<file path="src/rtl/pc_gen_pkg.sv">
// Shared types and constants for the program-counter unit.
// Holds the PCU state encoding, increment and alignment helper.
package pc_gen_pkg;

    localparam int ISA_WIDTH       = 32;
    localparam int PCU_STATE_WIDTH = 2;
    localparam int PCU_INC         = 4;

    typedef enum logic [PCU_STATE_WIDTH-1:0] {
        PCU_IDLE  = 2'd0,
        PCU_ISSUE = 2'd1,
        PCU_EXEC  = 2'd2,
        PCU_HALT  = 2'd3
    } pcu_state_t;

    // IALIGN=16 only requires halfword alignment
    function automatic logic misaligned(
        input logic [1:0] lsb,
        input int         ialign
    );
        return (ialign == 16) ? lsb[0] : (|lsb);
    endfunction

endpackage

</file>
<file path="src/rtl/pc_gen_if.sv">
// IFU fetch handshake, EXU completion, CSR redirect and status bundle
// shared between the PC unit (master) and its neighbours (slave).
interface pc_gen_if
    import pc_gen_pkg::*;
#(
    parameter int XLEN      = ISA_WIDTH,
    parameter int CNT_WIDTH = 64
) ();

    logic [XLEN-1:0]      pc;
    logic                 pc_valid;
    logic                 pc_ready;
    logic                 ex_valid;
    logic                 ex_taken;
    logic                 ex_is_jalr;
    logic [XLEN-1:0]      ex_target;
    logic                 ex_halt;
    logic                 redirect_valid;
    logic [XLEN-1:0]      redirect_pc;
    logic                 misalign;
    logic [XLEN-1:0]      misalign_addr;
    logic                 halted;
    logic [CNT_WIDTH-1:0] retire_cnt;

    modport master (
        output pc, pc_valid, misalign, misalign_addr,
        output halted, retire_cnt,
        input  pc_ready, ex_valid, ex_taken, ex_is_jalr,
        input  ex_target, ex_halt, redirect_valid, redirect_pc
    );

    modport slave (
        input  pc, pc_valid, misalign, misalign_addr,
        input  halted, retire_cnt,
        output pc_ready, ex_valid, ex_taken, ex_is_jalr,
        output ex_target, ex_halt, redirect_valid, redirect_pc
    );

endinterface

</file>
<file path="src/rtl/pc_gen_adder.sv">
// Ripple-agnostic N-bit adder with carry in/out, used for pc + 4.
// Width is set by data_len.
module pc_gen_adder #(
    parameter int data_len = 32
) (
    input  logic [data_len-1:0] a,
    input  logic [data_len-1:0] b,
    input  logic                cin,
    output logic [data_len-1:0] sum,
    output logic                cout
);

    assign {cout, sum} = {1'b0, a} + {1'b0, b}
                       + {{data_len{1'b0}}, cin};

endmodule

</file>
<file path="src/rtl/pc_gen.sv">
// Stateful PC unit: owns the PC, issues it to the IFU, waits for the
// EXU, selects the next PC, checks alignment, counts retirements.
module pc_gen
    import pc_gen_pkg::*;
#(
    parameter int              XLEN      = ISA_WIDTH,
    parameter logic [XLEN-1:0] RESET_VEC = XLEN'(32'h8000_0000),
    parameter int              IALIGN    = 32,
    parameter int              CNT_WIDTH = 64
) (
    input logic      clk,
    input logic      rst,
    pc_gen_if.master bus
);

    pcu_state_t      state;
    logic [XLEN-1:0] pc_inc;
    logic [XLEN-1:0] redir_pc;
    logic [XLEN-1:0] jump_pc;
    logic [XLEN-1:0] target;
    logic            target_bad;
    logic            unused_cout;

    pc_gen_adder #(
        .data_len(XLEN)
    ) u_inc (
        .a    (bus.pc),
        .b    (XLEN'(PCU_INC)),
        .cin  (1'b0),
        .sum  (pc_inc),
        .cout (unused_cout)
    );

    assign redir_pc = bus.redirect_pc & ~XLEN'(1);
    assign jump_pc  = bus.ex_is_jalr
                    ? (bus.ex_target & ~XLEN'(1))
                    : bus.ex_target;
    assign target   = bus.ex_taken ? jump_pc : pc_inc;
    assign target_bad = misaligned(target[1:0], IALIGN);

    always_ff @(posedge clk) begin
        if (rst) begin
            state             <= PCU_IDLE;
            bus.pc            <= RESET_VEC;
            bus.pc_valid      <= 1'b0;
            bus.misalign      <= 1'b0;
            bus.misalign_addr <= '0;
            bus.halted        <= 1'b0;
            bus.retire_cnt    <= '0;
        end else begin
            bus.misalign <= 1'b0;
            unique case (state)
                PCU_IDLE: begin
                    state        <= PCU_ISSUE;
                    bus.pc_valid <= 1'b1;
                end
                PCU_ISSUE: begin
                    // a redirect discards a same-cycle handshake
                    if (bus.redirect_valid) begin
                        bus.pc <= redir_pc;
                    end else if (bus.pc_ready) begin
                        state        <= PCU_EXEC;
                        bus.pc_valid <= 1'b0;
                    end
                end
                PCU_EXEC: begin
                    if (bus.ex_valid) begin
                        bus.retire_cnt <= bus.retire_cnt
                                        + CNT_WIDTH'(1);
                    end
                    if (bus.redirect_valid) begin
                        bus.pc       <= redir_pc;
                        state        <= PCU_ISSUE;
                        bus.pc_valid <= 1'b1;
                    end else if (bus.ex_valid) begin
                        if (bus.ex_halt) begin
                            state      <= PCU_HALT;
                            bus.halted <= 1'b1;
                        end else if (target_bad) begin
                            bus.misalign      <= 1'b1;
                            bus.misalign_addr <= target;
                        end else begin
                            bus.pc       <= target;
                            state        <= PCU_ISSUE;
                            bus.pc_valid <= 1'b1;
                        end
                    end
                end
                PCU_HALT: begin
                    state <= PCU_HALT;
                end
                default: begin
                    state <= PCU_IDLE;
                end
            endcase
        end
    end

endmodule

</file>
<file path="src/flat_wrapper.sv">
// flat-port wrapper written by rule: the top's interface ports become plain ports
module pc_gen_flat import pc_gen_pkg::*;
#(
    parameter int              XLEN      = ISA_WIDTH,
    parameter logic [XLEN-1:0] RESET_VEC = XLEN'(32'h8000_0000),
    parameter int              IALIGN    = 32,
    parameter int              CNT_WIDTH = 64
)
  (clk, rst, bus_pc, bus_pc_valid, bus_misalign, bus_misalign_addr, bus_halted, bus_retire_cnt, bus_pc_ready, bus_ex_valid, bus_ex_taken, bus_ex_is_jalr, bus_ex_target, bus_ex_halt, bus_redirect_valid, bus_redirect_pc);
  pc_gen_if #(.XLEN(XLEN), .CNT_WIDTH(CNT_WIDTH)) bus_i ();
  input logic clk;
  input logic rst;
  output wire logic [$bits(bus_i.pc)-1:0] bus_pc;
  output wire logic [$bits(bus_i.pc_valid)-1:0] bus_pc_valid;
  output wire logic [$bits(bus_i.misalign)-1:0] bus_misalign;
  output wire logic [$bits(bus_i.misalign_addr)-1:0] bus_misalign_addr;
  output wire logic [$bits(bus_i.halted)-1:0] bus_halted;
  output wire logic [$bits(bus_i.retire_cnt)-1:0] bus_retire_cnt;
  input wire logic [$bits(bus_i.pc_ready)-1:0] bus_pc_ready;
  input wire logic [$bits(bus_i.ex_valid)-1:0] bus_ex_valid;
  input wire logic [$bits(bus_i.ex_taken)-1:0] bus_ex_taken;
  input wire logic [$bits(bus_i.ex_is_jalr)-1:0] bus_ex_is_jalr;
  input wire logic [$bits(bus_i.ex_target)-1:0] bus_ex_target;
  input wire logic [$bits(bus_i.ex_halt)-1:0] bus_ex_halt;
  input wire logic [$bits(bus_i.redirect_valid)-1:0] bus_redirect_valid;
  input wire logic [$bits(bus_i.redirect_pc)-1:0] bus_redirect_pc;
  assign bus_pc = bus_i.pc;
  assign bus_pc_valid = bus_i.pc_valid;
  assign bus_misalign = bus_i.misalign;
  assign bus_misalign_addr = bus_i.misalign_addr;
  assign bus_halted = bus_i.halted;
  assign bus_retire_cnt = bus_i.retire_cnt;
  assign bus_i.pc_ready = bus_pc_ready;
  assign bus_i.ex_valid = bus_ex_valid;
  assign bus_i.ex_taken = bus_ex_taken;
  assign bus_i.ex_is_jalr = bus_ex_is_jalr;
  assign bus_i.ex_target = bus_ex_target;
  assign bus_i.ex_halt = bus_ex_halt;
  assign bus_i.redirect_valid = bus_redirect_valid;
  assign bus_i.redirect_pc = bus_redirect_pc;
  pc_gen #(.XLEN(XLEN), .RESET_VEC(RESET_VEC), .IALIGN(IALIGN), .CNT_WIDTH(CNT_WIDTH)) u_core (.clk(clk), .rst(rst), .bus(bus_i));
endmodule
</file>
<file path="config.mk">
export PLATFORM = sky130hd
export DESIGN_NAME = pc_gen_flat
export DESIGN_NICKNAME = d
export VERILOG_FILES = /design/src/rtl/pc_gen_pkg.sv /design/src/rtl/pc_gen_if.sv /design/src/rtl/pc_gen_adder.sv /design/src/rtl/pc_gen.sv /design/src/flat_wrapper.sv
export SDC_FILE = /design/constraint.sdc
export NUM_CORES = 1
export LEC_CHECK = 0
export ABC_AREA = 1
export CAP_MARGIN = 10
export CORE_ASPECT_RATIO = 1.5
export CORE_MARGIN = 8
export CORE_UTILIZATION = 46
export DETAILED_ROUTE_END_ITERATION = 12
export PLACE_DENSITY_LB_ADDON = 0.08
export SYNTH_ARGS = -nofsm -noshare
export SYNTH_HDL_FRONTEND = slang
export SYNTH_HIERARCHICAL = 1
export SYNTH_SLANG_ARGS = --single-unit
</file>
<file path="constraint.sdc">
create_clock -name clk -period 1.9 [get_ports clk]
set_input_delay 0.285 -clock clk [delete_from_list [all_inputs] [get_ports clk]]
set_output_delay 0.285 -clock clk [all_outputs]
set_load 0.02 [all_outputs]
</file>
==> results.md, run 1 <==
- HP Class: in -> reg
- Critical Path RT: 2.22 ns
- Layout cells sized above 1: between 20% and 30%
- Post-Route WL: 37.6 mm
- Tmin final: 2.06 ns
- Clock skew: 0.00784 ns
- Final WS setup: -0.155 ns
- Via-per-instance ratio: between 5 and 6
- Most common cell type on the critical path: nand2_1
- CP max FO: 4
- Seq pwr share: 28.7%
- CTS Buf Count: 17
- Area Growth Syn to Fin: 52.2%
- Post-DP HPWL: 28.5 mm
- Most frequent cells in the layout: nand2_1 (510), nor2_1 (222), inv_1 (211)
- Status: complete, but fails checks
- Routed vias: 11367
- Clock-pin slew on the worst setup and hold paths: 0.06 ns
- Yosys warns: 6
- Max Clk Rate: 0.487 GHz
- 1st-pass router iterations: 5
- FP Rows: 64
- Die Footprint: 25800 sq um
- Final period util: 108%
- Switching pwr: 0.00361 W
- Peak supply drop: 0.000708 V
- Vias in the first global route: between 10000 and 15000
- Pin count of the biggest net entering global routing: 69
- Commonest non-fill, non-tap cell in the layout: nand2_1
- CTS tree: built
- RePlAce Congestion: just under 1
- Post-DRT Antenna Nets: 0
- Final hold viol count: 0
- Violated checks: negative setup slack
- First-pass GRT wire length: around 57 mm
- CP endpoint kind: flip-flop
- Max_cap viols: 0
- Die height: 193 microns
- Clock Path Buffers: 2
- Synthesized area per cell: just under 6 sq um
- Hold WS: roughly 0.32 ns
- Worst Path Buf+Inv: 0
- Die X: 134 microns
- RSZ-0062 raised after global routing: yes
- DR WL/cell: approximately 17 microns
- H-tree levels: 4
- Leak: 6.75 nW
- Clock network fraction of total power: 33.5%
- Crit path largest cell delay: between 0.3 and 0.4 ns
- CP top delay family: simple AND/OR/NAND/NOR gates
- Pwr dens: 731 nW/um^2
- Crit path cell chain: ha_4 -> nor2_1 -> nand2_1 -> nand3_4 -> nand2_4 -> nand2_4 -> nand2_4 -> nand2_2 -> nand2_1 -> nand2_1 -> nand2_1 -> mux2_4 -> nand2_1 -> nand2_1 -> nor2_1 -> nor2_1
- Net total in the final layout: 2074
- GRT Overall Usage: 28.4%
- Final setup viols: 46
- Clock sinks: 133
- DRC: 0
- Post-Synthesis Cells: 1610
- Comb pwr share: 37.7%
- Hold Buf Count CTS: 0
- Slowest cell on the critical path: dfxtp_4
- PortBufs: 201
- Worst-Skew Late Latency: 0.43 ns
- Antenna violations before repair: 1
- Root buffer cell: clkbuf_16
- Cell Area, Synth: 9600 sq um
- Power Internal: 0.00707 W
- Initial Utilization: 47.0%
- Core Box Area: 20400 sq um
- Critical path launch point type: flip-flop
- Iteration-0 DRC Markers: 573
- GR Overflow Total: 0
- Setup TNS: -2.81 ns
- Fillers: 1752
- I/O pin cnt: 203
- Worst setup path category: reg -> reg
- Switch share: 33.8%
- Slew Viols, Final: 0
- Crit path arrival time: 2.37 ns
==> final cells by class <==
| cell class | instances | area [sq um] | share of cell area (%) |
|---|---|---|---|
| diodes | 1 | 2.50 | 0.0171 |
| well taps | 264 | 330 | 2.26 |
| repair buffers | 351 | 3280 | 22.5 |
| flip-flops and latches | 133 | 2710 | 18.6 |
| inverters | 227 | 855 | 5.85 |
| clock inverters | 12 | 175 | 1.20 |
| multi-input cells | 1238 | 6800 | 46.6 |
| clock buffers | 19 | 453 | 3.10 |
==> per-layer routing <==
| metal | up-vias | wire length (microns) | part of all wire, % | global-route usage, % |
|---|---|---|---|---|
| li1 | 5674 | - | - | - |
| met1 | 5171 | 12900 | 34 | 27.0 |
| met2 | 412 | 20600 | 55 | 55.6 |
| met3 | 110 | 2210 | 5.9 | 5.42 |
| met4 | 0 | 1880 | 5.0 | 16.5 |
| met5 | - | 0 | 0 | 0 |
==> worst reg2reg max path, cell delays in order, from the launching register on <==
cell	delay, ns
dfxtp_4	0.35
ha_4	0.17
nor2_1	0.08
nand2_1	0.15
nand3_4	0.13
nand2_4	0.08
nand2_4	0.08
nand2_4	0.08
nand2_2	0.08
nand2_1	0.05
nand2_1	0.05
nand2_1	0.05
mux2_4	0.28
nand2_1	0.07
nand2_1	0.06
nor2_1	0.13
nor2_1	0.06
==> path summary, 6_finish.rpt <==
path	start	end	slack, ns	cells after the start
worst max-delay path	u_core/bus.pc[2]	u_core/bus.pc[23]	-0.16	16
worst min-delay path	rst	u_core/bus.pc[0]	0.32	4
worst max register to register	u_core/bus.pc[2]	u_core/bus.pc[23]	-0.16	16
worst min register to register	u_core/bus.misalign_addr[10]	u_core/bus.misalign_addr[10]	0.46	2
==> power by group through the flow <==
stage | Combinational, W | Clock, W | Sequential, W
finish | 0.00403 | 0.00358 | 0.00307
floorplan | 0.00180 | 0 | 0.00323
global placement | 0.00324 | 0 | 0.00308
CTS | 0.00360 | 0.00362 | 0.00305
detailed placement | 0.00326 | 0 | 0.00309
global route | 0.00437 | 0.00374 | 0.00308
==> state kept, by name, indices dropped and copies added, names as in the netlist <==
name	cells
u_core/bus.pc	32
u_core/bus.misalign	1
u_core/state	2
u_core/bus.halted	1
u_core/bus.pc_valid	1
u_core/bus.retire_cnt	64
u_core/bus.misalign_addr	32
==> per-stage QoR <==
step	setup slack (ns)	std cells	power [W]	cell area, sq um	utilization (%)
floorplan	0.000552	1642	0.00502	9860	-
global placement	-0.365	2198	0.00632	13100	64.1
detailed placement	-0.350	2198	0.00635	13100	64.1
CTS	-0.128	2236	0.0103	14200	69.4
global route	-0.251	2245	0.0112	14600	71.5
finish	-0.155	2245	0.0107	14600	71.5
==> what timing repair did <==
item,4_1_cts,5_1_grt
cloned,1,1
pin swaps,54,48
setup endpoints to repair,50,74
gates resized for setup,89,106
setup buffers,7,7
No activity file was read; power rests on OpenSTA's default activity.
==> run 2: changes to the inputs <==
--- a/config.mk
+++ b/config.mk
@@ -11,7 +11,7 @@
 export CORE_MARGIN = 8
 export CORE_UTILIZATION = 46
 export DETAILED_ROUTE_END_ITERATION = 12
-export PLACE_DENSITY_LB_ADDON = 0.08
+export PLACE_DENSITY = 0.76
 export SYNTH_ARGS = -nofsm -noshare
 export SYNTH_HDL_FRONTEND = slang
 export SYNTH_HIERARCHICAL = 1
==> results.md, run 2 (synthesis gave the netlist of run 1 again) <==
- I/O pin cnt: 203
- Pwr dens: 722 nW/um^2
- DR WL/cell: approximately 17 microns
- Area of the multi-input gates: between 6000 and 7000 sq um
- Max FFs per register: 64
- Area occupied by registers: 2710 sq um
- Die height: 193 microns
- Final setup viols: 46
- Largest regs: u_core/bus.retire_cnt x64, u_core/bus.misalign_addr x32, u_core/bus.pc x32
- Initial Utilization: a little under half
- PortBufs: ~200
- Leak: ~7 nW
- Comb pwr share: 39.5%
- Switch share: 35.3%
- Layout Cells excl Fill: about 2300
- 1st-pass router iterations: 6
- Placed cell count: 2205
- Max_cap viols: 0
- Most frequent cells in the layout: nand2_1 (492), inv_1 (212), nor2_1 (211)
- FP Rows: between 60 and 70
- Post-Route WL: 38.7 mm
- GR Overflow Total: 0
- Root buffer cell: clkbuf_16
- Tmin final: a little over 2 ns
- Routed vias: 11599
- Fillers: 1632
- Area post-placement: 13200 sq um
- Clock network fraction of total power: 32.2%
- Die X: 134 microns
- CTS tree: built
- Switching pwr: approximately 0.0038 W
- First-pass GRT wire length: 57.5 mm
- Final core occ: 73.1%
- Clock-pin slew on the worst setup and hold paths: about 0.070 ns
- Violated checks: negative setup slack
- Core Box Area: 20400 sq um
- Slew margin rel.: 58.4%
- Net total in the final layout: roughly 2100
- Final hold viol count: 0
- Post-DRT Antenna Nets: 0
- Design Area, Final: 14900 sq um
- Max Clk Rate: 0.486 GHz
- Post-DP HPWL: 27.9 mm
- Critical Path RT: between 2 and 2.5 ns
- Clock sinks: 133
- H-tree levels: 4
- DRC: 0
- Final period util: 108%
- Final WS setup: -0.158 ns
- Power Internal: between 0.006 and 0.007 W
- Antenna violations before repair: 1
- Commonest non-fill, non-tap cell in the layout: nand2_1
- GRT Overall Usage: 28.2%
- RSZ-0062 raised after global routing: yes
- Die Footprint: 25800 sq um
- HP Class: in -> reg
- Worst-Skew Late Latency: 0.44 ns
- Largest register by flop count: u_core/bus.retire_cnt
- Slew Viols, Final: 0
- Crit path arrival time: 2.39 ns
- Power Total: 0.0108 W
- Clock skew: 0.00919 ns
- Layout cells sized above 1: 23.5%
- CTS Buf Count: 17
- Critical path launch point type: flip-flop
- Peak supply drop: approximately 0.0006 V
- Clock Path Buffers: 2
- Setup TNS: -3.75 ns
- RePlAce Congestion: a little over 1
- CP max FO: 9
- Status: complete, but fails checks
- CP endpoint kind: flip-flop
- Worst setup path category: reg -> reg
- Vias in the first global route: 11521
- Seq pwr share: between 20% and 30%
- Pin count of the biggest net entering global routing: 69
- Iteration-0 DRC Markers: approximately 680
- Via-per-instance ratio: 5.13
- Area Growth Syn to Fin: 55.5%
- Worst Max-Slew Pin Slew: roughly 0.62 ns
run 2: layout make-up:
class,instances,area share (%)
inverters,227,5.73
flip-flops and latches,133,18.1
repair buffers,365,23.4
clock inverters,13,1.16
well taps,264,2.21
diodes,1,0.0168
multi-input cells,1238,46.5
clock buffers,18,2.88
run 2: metrics by stage:
stage	hold slack [ns]	setup WS, ns
after global placement	0.448	-0.395
after floorplan	0.363	0.000552
after CTS	0.363	-0.102
after global routing	0.388	-0.253
final	0.379	-0.158
after detailed placement	0.453	-0.456
run 2: power by group through the flow:
stage,clock network [W],registers [W],logic [W]
6_report,0.00347,0.00306,0.00425
5_1_grt,0.00365,0.00307,0.00454
4_1_cts,0.00351,0.00304,0.00360
3_5_place_dp,0,0.00308,0.00327
3_3_place_gp,0,0.00308,0.00323
2_1_floorplan,0,0.00323,0.00180
run 2: repair_timing:
| action | 4_1_cts | 5_1_grt |
|---|---|---|
| cloned | 2 | 4 |
| resized for setup | 86 | 155 |
| setup buffers | 7 | 10 |
| endpoints found under the setup margin | 56 | 80 |
| hold buffers | 0 | 0 |
| pin swaps | 34 | 46 |
run 2: worst max-delay path, cell delays in order (launching register included):
cell,delay (ns)
dfxtp_2,0.33
fa_1,0.51
inv_2,0.09
o21ai_4,0.07
nor2_4,0.13
nor2_4,0.06
nor2_4,0.16
nand2_8,0.16
clkbuf_16,0.24
nor2_1,0.12
nor2_1,0.06
run 2: worst paths after layout:
check	from	to	slack, ns	cells after the start
setup / recovery	u_core/bus.pc[0]	u_core/bus.pc[4]	-0.16	10
hold / removal	rst	u_core/bus.retire_cnt[34]	0.38	3
setup reg to reg	u_core/bus.pc[0]	u_core/bus.pc[4]	-0.16	10
hold reg to reg	u_core/bus.misalign_addr[21]	u_core/bus.misalign_addr[21]	0.46	2
run 2: per-layer routing:
layer / part of all wire [%] / track usage (%) / vias to the layer above
li1: - / - / 5702
met1: 35 / 27.2 / 5256
met2: 51 / 52.0 / 469
met3: 6.0 / 5.16 / 172
met4: 8.0 / 22.3 / 0
met5: 0 / 0 / -
